File: src/rtl/mca_scheduler.sv
// Arbiter and sequencer that shares one multi-cycle adder among NUM_REQ requesters.
// Define MCA_SCHED_RR_EN for round-robin arbitration; otherwise the lowest index has fixed priority.
module mca_scheduler #(
  parameter int NUM_REQ           = 4,
  parameter int WIDTH_COEFFICIENT = 32,
  parameter int MCA_LATENCY       = 16
) (
  input  logic                                clk,
  input  logic                                resetn,
  input  logic                                enable,
  input  logic        [NUM_REQ-1:0]           req,
  output logic        [NUM_REQ-1:0]           grant,
  output logic        [$clog2(NUM_REQ)-1:0]   mca_sel,
  output logic                                mca_start,
  input  logic signed [WIDTH_COEFFICIENT-1:0] mca_res,
  output logic signed [WIDTH_COEFFICIENT-1:0] res,
  output logic        [$clog2(NUM_REQ)-1:0]   res_id,
  output logic                                res_valid,
  output logic                                busy
);

  localparam int IDX_W = $clog2(NUM_REQ);
  localparam int TMR_W = $clog2(MCA_LATENCY) + 1;
  localparam logic [TMR_W-1:0] TMR_LAST = TMR_W'(MCA_LATENCY - 1);

  typedef enum logic [1:0] {IDLE, ISSUE, WAIT, CAPTURE} state_t;

  state_t             state, state_d;
  logic [TMR_W-1:0]   timer;
  logic [NUM_REQ-1:0] cand;
  logic               arb_hit;
  logic [IDX_W-1:0]   arb_idx;
  logic               arb_load, grant_clr, cap, tmr_clr, tmr_inc;

`ifdef MCA_SCHED_RR_EN
  logic [IDX_W-1:0]   ptr;
`endif

  // Arbitration: scan downward so the last hit written is the highest-priority one.
  always_comb begin
    // NOTE: every always_comb output gets a default first, so no path can infer a latch.
    cand    = req;
    arb_hit = 1'b0;
    arb_idx = '0;
`ifdef MCA_SCHED_RR_EN
    if (state == CAPTURE) cand[mca_sel] = 1'b0;
    for (int i = NUM_REQ - 1; i >= 0; i--) begin
      if (cand[IDX_W'((int'(ptr) + i) % NUM_REQ)]) begin
        arb_hit = 1'b1;
        arb_idx = IDX_W'((int'(ptr) + i) % NUM_REQ);
      end
    end
`else
    for (int i = NUM_REQ - 1; i >= 0; i--) begin
      if (cand[IDX_W'(i)]) begin
        arb_hit = 1'b1;
        arb_idx = IDX_W'(i);
      end
    end
`endif
  end

  always_comb begin
    state_d   = state;
    arb_load  = 1'b0;
    grant_clr = 1'b0;
    cap       = 1'b0;
    tmr_clr   = 1'b0;
    tmr_inc   = 1'b0;
    unique case (state)
      IDLE: begin
        if (arb_hit) begin
          arb_load = 1'b1;
          state_d  = ISSUE;
        end
      end
      ISSUE: begin
        tmr_clr = 1'b1;
        state_d = WAIT;
      end
      WAIT: begin
        tmr_inc = 1'b1;
        if (timer == TMR_LAST) state_d = CAPTURE;
      end
      CAPTURE: begin
        cap = 1'b1;
        if (arb_hit) begin
          arb_load = 1'b1;
          state_d  = ISSUE;
        end else begin
          grant_clr = 1'b1;
          state_d   = IDLE;
        end
      end
      default: state_d = IDLE;
    endcase
  end

  assign mca_start = (state == ISSUE);
  assign busy      = (state != IDLE);

  // Everything advances only on downsample-enabled edges, in lockstep with the MCA.
  always_ff @(posedge clk or negedge resetn) begin
    if (!resetn) begin
      state     <= IDLE;
      timer     <= '0;
      grant     <= '0;
      mca_sel   <= '0;
      res       <= '0;
      res_id    <= '0;
      res_valid <= 1'b0;
`ifdef MCA_SCHED_RR_EN
      ptr       <= '0;
`endif
    end else if (enable) begin
      // NOTE: non-blocking assignments let res_id take the old mca_sel while a new winner loads.
      state     <= state_d;
      res_valid <= cap;
      if (cap) begin
        res    <= mca_res;
        res_id <= mca_sel;
      end
      if (tmr_clr)      timer <= '0;
      else if (tmr_inc) timer <= timer + 1'b1;
      if (arb_load) begin
        grant   <= {{(NUM_REQ-1){1'b0}}, 1'b1} << arb_idx;
        mca_sel <= arb_idx;
`ifdef MCA_SCHED_RR_EN
        ptr     <= (arb_idx == IDX_W'(NUM_REQ - 1)) ? '0 : arb_idx + 1'b1;
`endif
      end else if (grant_clr) begin
        grant <= '0;
      end
    end
  end

endmodule
File: config.mk
export PLATFORM = sky130hd
export DESIGN_NAME = mca_scheduler
export DESIGN_NICKNAME = d
export VERILOG_FILES = /design/src/rtl/mca_scheduler.sv
export SDC_FILE = /design/constraint.sdc
export NUM_CORES = 1
export LEC_CHECK = 0
export BUFFER_PORTS_ARGS = -buffer_cell sky130_fd_sc_hd__buf_4
export CAP_MARGIN = 20
export CELL_PAD_IN_SITES_DETAIL_PLACEMENT = 0
export CELL_PAD_IN_SITES_GLOBAL_PLACEMENT = 2
export CORE_MARGIN = 4
export CORE_UTILIZATION = 25
export CTS_BUF_LIST = sky130_fd_sc_hd__clkbuf_4 sky130_fd_sc_hd__clkbuf_8
export DETAILED_ROUTE_END_ITERATION = 10
export PLACE_DENSITY_LB_ADDON = 0.1
export SETUP_SLACK_MARGIN = 0.02
export SYNTH_ARGS = -nofsm -noshare
export SYNTH_HDL_FRONTEND = slang
export SYNTH_SLANG_ARGS = --single-unit
File: constraint.sdc
create_clock -name clk -period 2.11 [get_ports clk]
set_input_delay 0.422 -clock clk [delete_from_list [all_inputs] [get_ports clk]]
set_output_delay 0.422 -clock clk [all_outputs]
set_load 0.05 [all_outputs]
### Yosys cells after proc, flatten, opt, wreduce, memory -nomap -nowiden

Cells that the tools add are included.

| storage, ports and cells | value |
|---|---|
| bits of input ports | 39 |
| register bits | 48 |
| word-level logic and storage cells | 44 |

| operators by class | value |
|---|---|
| mux-type cells | 19 |
| shifts and indexed selects | 1 |
| equality and inequality tests | 6 |
| add/subtract/negate cells | 1 |
| reductions and logical operators | 10 |

Operator list:

| cell | number |
|---|---|
| $mux W1 | 10 |
| $mux W5 | 2 |
| $mux W2 | 4 |
| $mux W4 | 2 |
| $pmux W2 S4 | 1 |
| $reduce_and A2 Y1 | 4 |
| $reduce_bool A2 Y1 | 3 |
| $add A5 B1 Y5 const B | 1 |
| $eq A5 B4 Y1 const B | 1 |
| $eq A2 B2 Y1 const B | 2 |
| $ne A2 B2 Y1 const B | 2 |
| $shl A1 B2 Y4 const A | 1 |
| $reduce_and A3 Y1 | 1 |
| $eq A2 B1 Y1 const B | 1 |
| $logic_not A2 Y1 | 1 |
| $reduce_or A2 Y1 | 1 |

### Depth between registers and ports, before layout

Gate-level depths: netlist of the first run.

| depth | value |
|---|---|
| word-level depth | 6 |
| mapped depth | 5 |
| mapped depth without buffers | 5 |

### Worst setup path after synthesis of the first run

Ideal clock, no wire load.

| timing | value |
|---|---|
| kind | reg-to-reg |
| start point | register timer[0] |
| end point | register state[1] |
| setup time | 0.125 ns |
| setup slack | 0.431 ns |
| arrival time | 1.554 ns |
| stages on the path, launching flop included | 6 |
| cell sequence | dfrtp_1 > ha_1 > and3_1 > ha_1 > o21ai_0 > mux2_2 |

| on the way | value |
|---|---|
| cells in the longest elaborated chain, start to end | 3 |

Ends and longest elaborated chain:

| what | RTL line | source |
|---|---|---|
| from (decl) | 29 | `logic [TMR_W-1:0] timer;` |
| from (signal assigned) | 124 | `else if (tmr_inc) timer <= timer + 1'b1;` |
| $eq A5 B4 Y1 | 83 | `if (timer == TMR_LAST) state_d = CAPTURE;` |
| $ne A2 B2 Y1 (no source line) | n/a |  |
| $reduce_and A3 Y1 (no source line) | n/a |  |
| to (signal assigned) | 117 | `state <= state_d;` |
| to (decl) | 28 | `state_t state, state_d;` |

No other way between the ends.
A chain may end at the register's enable or synchronous reset.

### Worst setup path in the final report of the first run

Ends and elaborated chain as after synthesis.

==> results of run 1 <==
## per-stage QoR
step,hold slack (ns),utilization
floorplan,0.126,-
global placement,0.450,0.354
detailed placement,0.461,0.354
CTS,0.134,0.366
global route,0.157,0.366
finish,0.118,0.366
## routing by layer
metal  wire, µm  share of wire  up-vias
met4         51          0.013        0
met1       1560           0.38      591
li1           -              -      576
met2       2090           0.51       44
met5          0              0        -
met3        356          0.088        6
## cell type report
class | instances | share of cell area
sequential | 44 | 0.433
multi-input combinational | 72 | 0.254
timing repair buffer | 76 | 0.225
tap | 96 | 0.0473
clock buffer | 6 | 0.0300
inverter | 6 | 0.00887
clock inverter | 1 | 0.00197
## cells in the mapped netlist
cell,count
sky130_fd_sc_hd__conb_1,1
sky130_fd_sc_hd__mux2_2,35
sky130_fd_sc_hd__o31ai_1,2
sky130_fd_sc_hd__nand2_2,1
sky130_fd_sc_hd__nor2_1,2
sky130_fd_sc_hd__mux2i_1,1
sky130_fd_sc_hd__dfrtp_1,44
sky130_fd_sc_hd__buf_6,3
sky130_fd_sc_hd__nand3_1,1
sky130_fd_sc_hd__a21o_1,2
sky130_fd_sc_hd__ha_1,7
sky130_fd_sc_hd__or2_1,1
sky130_fd_sc_hd__or2b_1,1
sky130_fd_sc_hd__and3_1,1
sky130_fd_sc_hd__inv_1,6
sky130_fd_sc_hd__nand2_1,4
sky130_fd_sc_hd__buf_4,4
sky130_fd_sc_hd__nand2b_1,2
sky130_fd_sc_hd__o21ai_0,7
sky130_fd_sc_hd__a31oi_1,1
## worst max-delay path: cells and delay by family, from the launching register on
family	cells	cell delay, ns
AOI/OAI and AO/OA	1	0.28
adders and majority gates	2	0.41
DFF	1	0.42
muxes	1	0.38
and+or+nand+nor	1	0.19
## registers in the layout, indices dropped and copies added (netlist names)
signal / flops
state: 2
res_valid: 1
res_id: 1
grant: 2
mca_sel: 1
res: 32
timer: 5
## cells by family (layout without fill, tap and decap cells)
family / count (synthesis) / in the layout / synth area share
compound gates: 12 / 12 / 0.0392
fa+ha+maj: 7 / 7 / 0.0481
buf+inv: 13 / 89 / 0.0474
flops: 44 / 44 / 0.605
mux: 36 / 36 / 0.222
other cells: 1 / 4 / 0.00206
simple gates: 13 / 13 / 0.0364
## final timing paths
kind                                 end  slack, ns  cells past startpoint
worst max-delay path            state[1]       0.32                      5
worst min-delay path             res[26]       0.12                      1
worst max register to register  state[1]       0.32                      5
worst min register to register  timer[4]       0.48                      2
max in group asynchronous         res[4]       1.61                      1
min in group clk                 res[22]       0.36                      2
==> impl_metrics.yaml, run 1 <==
clock_network:
  clk_pin_slew_ns: 0.08
  numCtsBuffers: 5
  ctsLongestPathBuffers: 2
  clock_latency_ns: 0.29
  postCtsResizedCells: 0
  cts-hold-fix-buffers: 0
  cts_root_buf: "sky130_fd_sc_hd__clkbuf_8"
  clock_tree_from_tritoncts: "done"
  postCtsSetupRepairBufs: 0
  clock_tree.htree_level_count: 2
  cts_num_sinks: 44
critical_path:
  worst_setup_path_end_kind: "flip-flop"
  max_stage_delay_ns: 0.42
  startpoint: "timer[0]"
  origin_of_the_critical_flop_to_flop_path: "timer[0]"
  critPathKind: "flip-flop to flip-flop"
  worst_setup_path_start_kind: "flip-flop"
  worst-endpoint-arrival_ns: 1.97
  cp_common_cell: "sky130_fd_sc_hd__ha_1"
  critPathRequiredTime_ns: 2.28
  critical_path_peak_fanout: 5
  crit_path_top_delay_cell: "sky130_fd_sc_hd__dfrtp_1"
  timing.critical_path.cells: "ha_1 > and3_1 > ha_1 > o21ai_0 > mux2_2"
global_route:
  groute.usage.overall: 0.0964
  met1_track_usage_gr: 0.115
  grt_pass1_vias: 1259
  antenna_found_initial: 0
  gr-max-usage-layer: "met2"
  gr-usage-met2: 0.158
  globalRoute.totalOverflow: 0
  first_pass_grt_wire_length_mm: 6.44
  gr-usage-met3: 0.0338
  grt_start_max_net_pins: 45
die:
  design.portCount: 82
  core_region_area_mm2: 0.00694
  fp-row-count: 30
  starting_utilization_of_the_core_area: 0.262
  die_w_um: 93.3
  design.die.area_mm2: 0.00871
  die_y_um: 93.3
timing:
  final_critical_delay_including_setup_and_external_delays_ns: 1.79
  timing_max_transition_violations_final: 0
  timing.final.setup_violations: 0
  hold_viol: 0
  worst_margin_pin_slew_ns: 0.559
  min_period_over_period: 0.849
  final.setup.tns_ns: 0
  rsz_0062_raised_after_global_routing: "no"
  finalClockSkew_ns: 0.00508
  postLayoutSetupSlackWorst_ns: 0.318
  worst_slew_margin_rel: 0.627
  achievable-frequency_mhz: 558
route:
  drt-pass1-iter-count: 2
  detail_routed_net_length_per_standard_cell_um: 13.5
  drtIter0Drc: 20
  viasPerCell: 4.04
  drcViolationCount: 0
  route.vias.total: 1217
  final_antenna_violating_net_count: 0
  route.final.wire_length_mm: 4.05
yosys:
  synth.largest_area_cell: "sky130_fd_sc_hd__dfrtp_1"
  post_synth_inst_count: 126
  synth_area_per_cell_um2: 14.4
  synth.cell_area_mm2: 0.00182
  synth_largest_type_area_fraction: 0.605
  post_synthesis_sequential_area_ratio: 0.605
  ys_ff_latch: 44
  synthTopCellsByArea: "sky130_fd_sc_hd__dfrtp_1 60%, sky130_fd_sc_hd__mux2_2 22%, sky130_fd_sc_hd__ha_1 4.8%"
  netlist-cell-type-count: 20
  yosys_warnings: 0
place:
  routabilityCongestion: 0.691
  dpl.cell_count: 294
  pre_cts_slack_ns: 0.324
  placed_cell_area_mm2: 0.00246
  dp_hpwl_mm: 3.18
  io_buffer_count: 74
finish:
  area_taken_by_flip_flops_and_latches_mm2: 0.00110
  syn_to_final_growth_pct: 39.5
  mostFrequentLayoutCells: "76 x sky130_fd_sc_hd__buf_4, 44 x sky130_fd_sc_hd__dfrtp_1, 35 x sky130_fd_sc_hd__mux2_2"
  drive_gt1_frac: 0.580
  fin_cells: 301
  antenna_cells_inserted: 0
  finalInstanceArea_mm2: 0.00254
  multi_input_comb_area_um2: 644
  finalNetCount: 251
  filler_cell_count: 689
  layout_commonest_cell: "sky130_fd_sc_hd__buf_4"
hold_path:
  min_delay_path_class: "input pin to asynchronous set/reset pin"
run_status:
  status: "finished clean"
job:
  maxCapViolations: 0
Power of run 1 is not shown: default switching activity piles up to over one toggle a cycle in this logic, so the estimate is an artifact.
==> inputs of run 2 (changes only) <==
==> constraint.sdc (replaced) <==
create_clock -name clk -period 1.85 [get_ports clk]
set_input_delay 0.37 -clock clk [delete_from_list [all_inputs] [get_ports clk]]
set_output_delay 0.37 -clock clk [all_outputs]
set_load 0.05 [all_outputs]
==> impl_metrics.yaml, run 2 (synthesis results as in run 1) <==
run_status:
  status: "finished clean"
global_route:
  globalRoute.totalOverflow: 0
  groute.usage.overall: 0.0910
  grt_start_max_net_pins: 45
  antenna_found_initial: 0
  gr-usage-met2: 0.151
  gr-max-usage-layer: "met2"
  met1_track_usage_gr: 0.108
  grt_pass1_vias: 1211
  first_pass_grt_wire_length_mm: 6.12
  gr-usage-met3: 0.0298
die:
  die_y_um: 93.3
  core_region_area_mm2: 0.00694
  die_w_um: 93.3
  fp-row-count: 30
  design.portCount: 82
  design.die.area_mm2: 0.00871
  starting_utilization_of_the_core_area: 0.262
critical_path:
  max_stage_delay_ns: 0.42
  crit_path_top_delay_cell: "sky130_fd_sc_hd__dfrtp_1"
  cell_family_with_the_largest_share_of_critical_path_delay: "flip-flops"
  critPathKind: "flip-flop to output port"
  startpoint: "state[1]"
  critPathRequiredTime_ns: 1.48
  timing.critical_path.cells: "inv_1 > ha_1 > buf_4"
  cp.buffers_inverters: 2
  critical_path_peak_fanout: 6
  worst_setup_path_end_kind: "output port"
  origin_of_the_critical_flop_to_flop_path: "timer[0]"
  worst-endpoint-arrival_ns: 1.34
  worst_setup_path_start_kind: "flip-flop"
  setup.reg_to_reg.worst_slack_ns: 0.19
clock_network:
  clock_latency_ns: 0.29
  clock_tree.htree_level_count: 2
  cts-hold-fix-buffers: 0
  cts_root_buf: "sky130_fd_sc_hd__clkbuf_8"
  postCtsResizedCells: 0
  ctsLongestPathBuffers: 2
  clk_pin_slew_ns: 0.08
  numCtsBuffers: 5
  clock_tree_from_tritoncts: "done"
  postCtsSetupRepairBufs: 0
  cts_num_sinks: 44
route:
  drcViolationCount: 0
  drt-pass1-iter-count: 4
  route.vias.total: 1221
  detail_routed_net_length_per_standard_cell_um: 13.0
  drtIter0Drc: 19
  route.final.wire_length_mm: 3.94
  final_antenna_violating_net_count: 0
  viasPerCell: 4.03
timing:
  rsz_0062_raised_after_global_routing: "no"
  timing_max_transition_violations_final: 0
  postLayoutSetupSlackWorst_ns: 0.141
  timing.final.setup_violations: 0
  worst_margin_pin_slew_ns: 0.555
  finalClockSkew_ns: 0.00517
  min_period_over_period: 0.924
  hold_viol: 0
  post_route_worst_hold_slack_ns: 0.0575
  achievable-frequency_mhz: 585
  worst_slew_margin_rel: 0.630
  final.setup.tns_ns: 0
  final_critical_delay_including_setup_and_external_delays_ns: 1.71
finish:
  drive_gt1_frac: 0.585
  antenna_cells_inserted: 0
  largest_reg_flops: 32
  mostFrequentLayoutCells: "76 x sky130_fd_sc_hd__buf_4, 44 x sky130_fd_sc_hd__dfrtp_1, 35 x sky130_fd_sc_hd__mux2_2"
  finalInstanceArea_mm2: 0.00258
  largestRegisters: "res x32, timer x5"
  max_flop_register: "res"
  syn_to_final_growth_pct: 41.5
  finalNetCount: 252
  filler_cell_count: 698
  layout_commonest_cell: "sky130_fd_sc_hd__buf_4"
place:
  io_buffer_count: 74
  pre_cts_slack_ns: 0.132
  dp_hpwl_mm: 3.01
  placed_cell_area_mm2: 0.00248
  routabilityCongestion: 0.685
hold_path:
  min_delay_path_class: "input pin to asynchronous set/reset pin"
job:
  maxCapViolations: 0
-- run 2: changes by cell type in the layout (fill, tap and decap cells not counted) --
cell and change:
sky130_fd_sc_hd__clkbuf_8 +1, sky130_fd_sc_hd__o21ai_1 +1, sky130_fd_sc_hd__clkinvlp_4 +1, sky130_fd_sc_hd__o21ai_0 -1, sky130_fd_sc_hd__clkinv_2 -1, sky130_fd_sc_hd__buf_12 +1
-- run 2: routing by layer --
metal	up-vias	routed length, µm	share of wire
li1	583	-	-
met1	592	1590	0.40
met2	40	1970	0.50
met3	6	314	0.080
met4	0	62	0.016
met5	-	0	0
-- run 2: path summary, 6_finish.rpt --
check	cells after the start	to
max	3	mca_start
min in group clk	2	res_valid
min reg2reg	1	timer[3]
max in group asynchronous	1	res[3]
max reg2reg	5	state[1]
min	1	res[23]
-- run 2: stage by stage --
step	cells	util
final	303	0.371
after global routing	303	0.371
after CTS	303	0.371
after detailed placement	295	0.357
after global placement	295	0.357
after floorplan	129	-
-- run 2: final cells by class --
class	instances	area, µm²	share of cell area
Multi-Input combinational cell	72	644	0.250
Tap cell	96	120	0.0466
Sequential cell	44	1100	0.427
Timing Repair Buffer	77	591	0.229
Inverter	6	22.5	0.00874
Clock buffer	7	90.1	0.0350
Clock inverter	1	7.51	0.00291
Power of run 2 is left out for the same reason.
==> inputs of run 3 (changes only) <==
--- a/config.mk
+++ b/config.mk
@@ -8,7 +8,7 @@
 export BUFFER_PORTS_ARGS = -buffer_cell sky130_fd_sc_hd__buf_4
 export CAP_MARGIN = 20
 export CELL_PAD_IN_SITES_DETAIL_PLACEMENT = 0
-export CELL_PAD_IN_SITES_GLOBAL_PLACEMENT = 2
+export CELL_PAD_IN_SITES_GLOBAL_PLACEMENT = 1
 export CORE_MARGIN = 4
 export CORE_UTILIZATION = 25
 export CTS_BUF_LIST = sky130_fd_sc_hd__clkbuf_4 sky130_fd_sc_hd__clkbuf_8
==> impl_metrics.yaml, run 3 (synthesis results as in run 1) <==
route:
  drtIter0Drc: 9
  drt-pass1-iter-count: 3
  final_antenna_violating_net_count: 0
  route.final.wire_length_mm: 3.79
  drcViolationCount: 0
  viasPerCell: 4.06
  route.vias.total: 1234
  detail_routed_net_length_per_standard_cell_um: 12.5
finish:
  largestRegisters: "res x32, timer x5"
  mostFrequentLayoutCells: "78 x sky130_fd_sc_hd__buf_4, 44 x sky130_fd_sc_hd__dfrtp_1, 35 x sky130_fd_sc_hd__mux2_2"
  area_taken_by_flip_flops_and_latches_mm2: 0.00110
  drive_gt1_frac: 0.587
  antenna_cells_inserted: 0
  largest_reg_flops: 32
  syn_to_final_growth_pct: 42.0
  finalNetCount: 253
  filler_cell_count: 687
  fin_cells: 304
  multi_input_comb_area_um2: 644
  max_flop_register: "res"
  layout_commonest_cell: "sky130_fd_sc_hd__buf_4"
timing:
  timing_max_transition_violations_final: 0
  timing.final.setup_violations: 0
  min_period_over_period: 0.923
  finalClockSkew_ns: 0.00507
  final_critical_delay_including_setup_and_external_delays_ns: 1.71
  rsz_0062_raised_after_global_routing: "no"
  worst_margin_pin_slew_ns: 0.560
  achievable-frequency_mhz: 585
  postLayoutSetupSlackWorst_ns: 0.142
  final.setup.tns_ns: 0
  worst_slew_margin_rel: 0.627
  hold_viol: 0
  post_route_worst_hold_slack_ns: 0.0667
critical_path:
  timing.critical_path.cells: "inv_1 > ha_1 > buf_4"
  worst_setup_path_end_kind: "output port"
  critPathKind: "flip-flop to output port"
  critical_path_peak_fanout: 6
  crit_path_top_delay_cell: "sky130_fd_sc_hd__dfrtp_1"
  max_stage_delay_ns: 0.41
  cell_family_with_the_largest_share_of_critical_path_delay: "flip-flops"
  worst-endpoint-arrival_ns: 1.34
  worst_setup_path_start_kind: "flip-flop"
  critPathRequiredTime_ns: 1.48
  cp.buffers_inverters: 2
run_status:
  status: "finished clean"
place:
  pre_cts_slack_ns: 0.108
  io_buffer_count: 74
  dp_hpwl_mm: 2.86
  routabilityCongestion: 0.673
  dpl.cell_count: 296
clock_network:
  clk_pin_slew_ns: 0.08
  postCtsSetupRepairBufs: 0
  clock_tree.htree_level_count: 2
  clock_latency_ns: 0.29
  cts-hold-fix-buffers: 0
  clock_tree_from_tritoncts: "done"
  ctsLongestPathBuffers: 2
  cts_num_sinks: 44
  postCtsResizedCells: 0
  numCtsBuffers: 5
  cts_root_buf: "sky130_fd_sc_hd__clkbuf_8"
die:
  starting_utilization_of_the_core_area: 0.262
  design.die.area_mm2: 0.00871
  die_w_um: 93.3
  die_y_um: 93.3
  fp-row-count: 30
  core_region_area_mm2: 0.00694
  design.portCount: 82
hold_path:
  min_delay_path_class: "input pin to asynchronous set/reset pin"
global_route:
  first_pass_grt_wire_length_mm: 6.10
  grt_start_max_net_pins: 45
  groute.usage.overall: 0.0887
  antenna_found_initial: 0
  globalRoute.totalOverflow: 0
  grt_pass1_vias: 1305
job:
  maxCapViolations: 0
[run 3: cell types whose count changed in the layout (fill, tap and decap cells not counted)]
| cell | before | now |
|---|---|---|
| sky130_fd_sc_hd__clkinv_2 | 0 | 1 |
| sky130_fd_sc_hd__buf_12 | 1 | 0 |
| sky130_fd_sc_hd__clkbuf_8 | 6 | 5 |
| sky130_fd_sc_hd__bufinv_16 | 0 | 1 |
| sky130_fd_sc_hd__clkinvlp_4 | 1 | 0 |
| sky130_fd_sc_hd__buf_4 | 76 | 78 |
[run 3: metal layers]
layer	routed length (µm)	GRT usage	vias up
met5	0	0	-
met4	47	0.0330	0
met3	397	0.0354	4
met2	1850	0.153	55
met1	1490	0.0977	595
li1	-	-	580
[run 3: worst paths after layout]
check                      slack (ns)  depth (start not counted)   endpoint        start
max                              0.14                          3  mca_start     state[1]
min                              0.07                          1    res[20]       resetn
max reg2reg                      0.18                          5   state[1]     timer[0]
min reg2reg                      0.48                          2   timer[4]     timer[4]
max in group asynchronous        1.40                          1     res[0]       resetn
min in group clk                 0.31                          2    res[18]  mca_res[18]
[run 3: cell type report]
type	count	area share
flip-flops and latches	44	0.426
clock buffers	6	0.0295
multi-input cells	72	0.249
well taps	96	0.0465
repair buffers	78	0.227
clock inverters	2	0.0136
inverters	6	0.00871
[run 3: through the flow]
step,util,area (µm²)
global route,0.372,2580
global placement,0.356,2470
CTS,0.372,2580
detailed placement,0.356,2470
finish,0.372,2580
floorplan,-,1830
Power of run 3 is left out for the same reason.
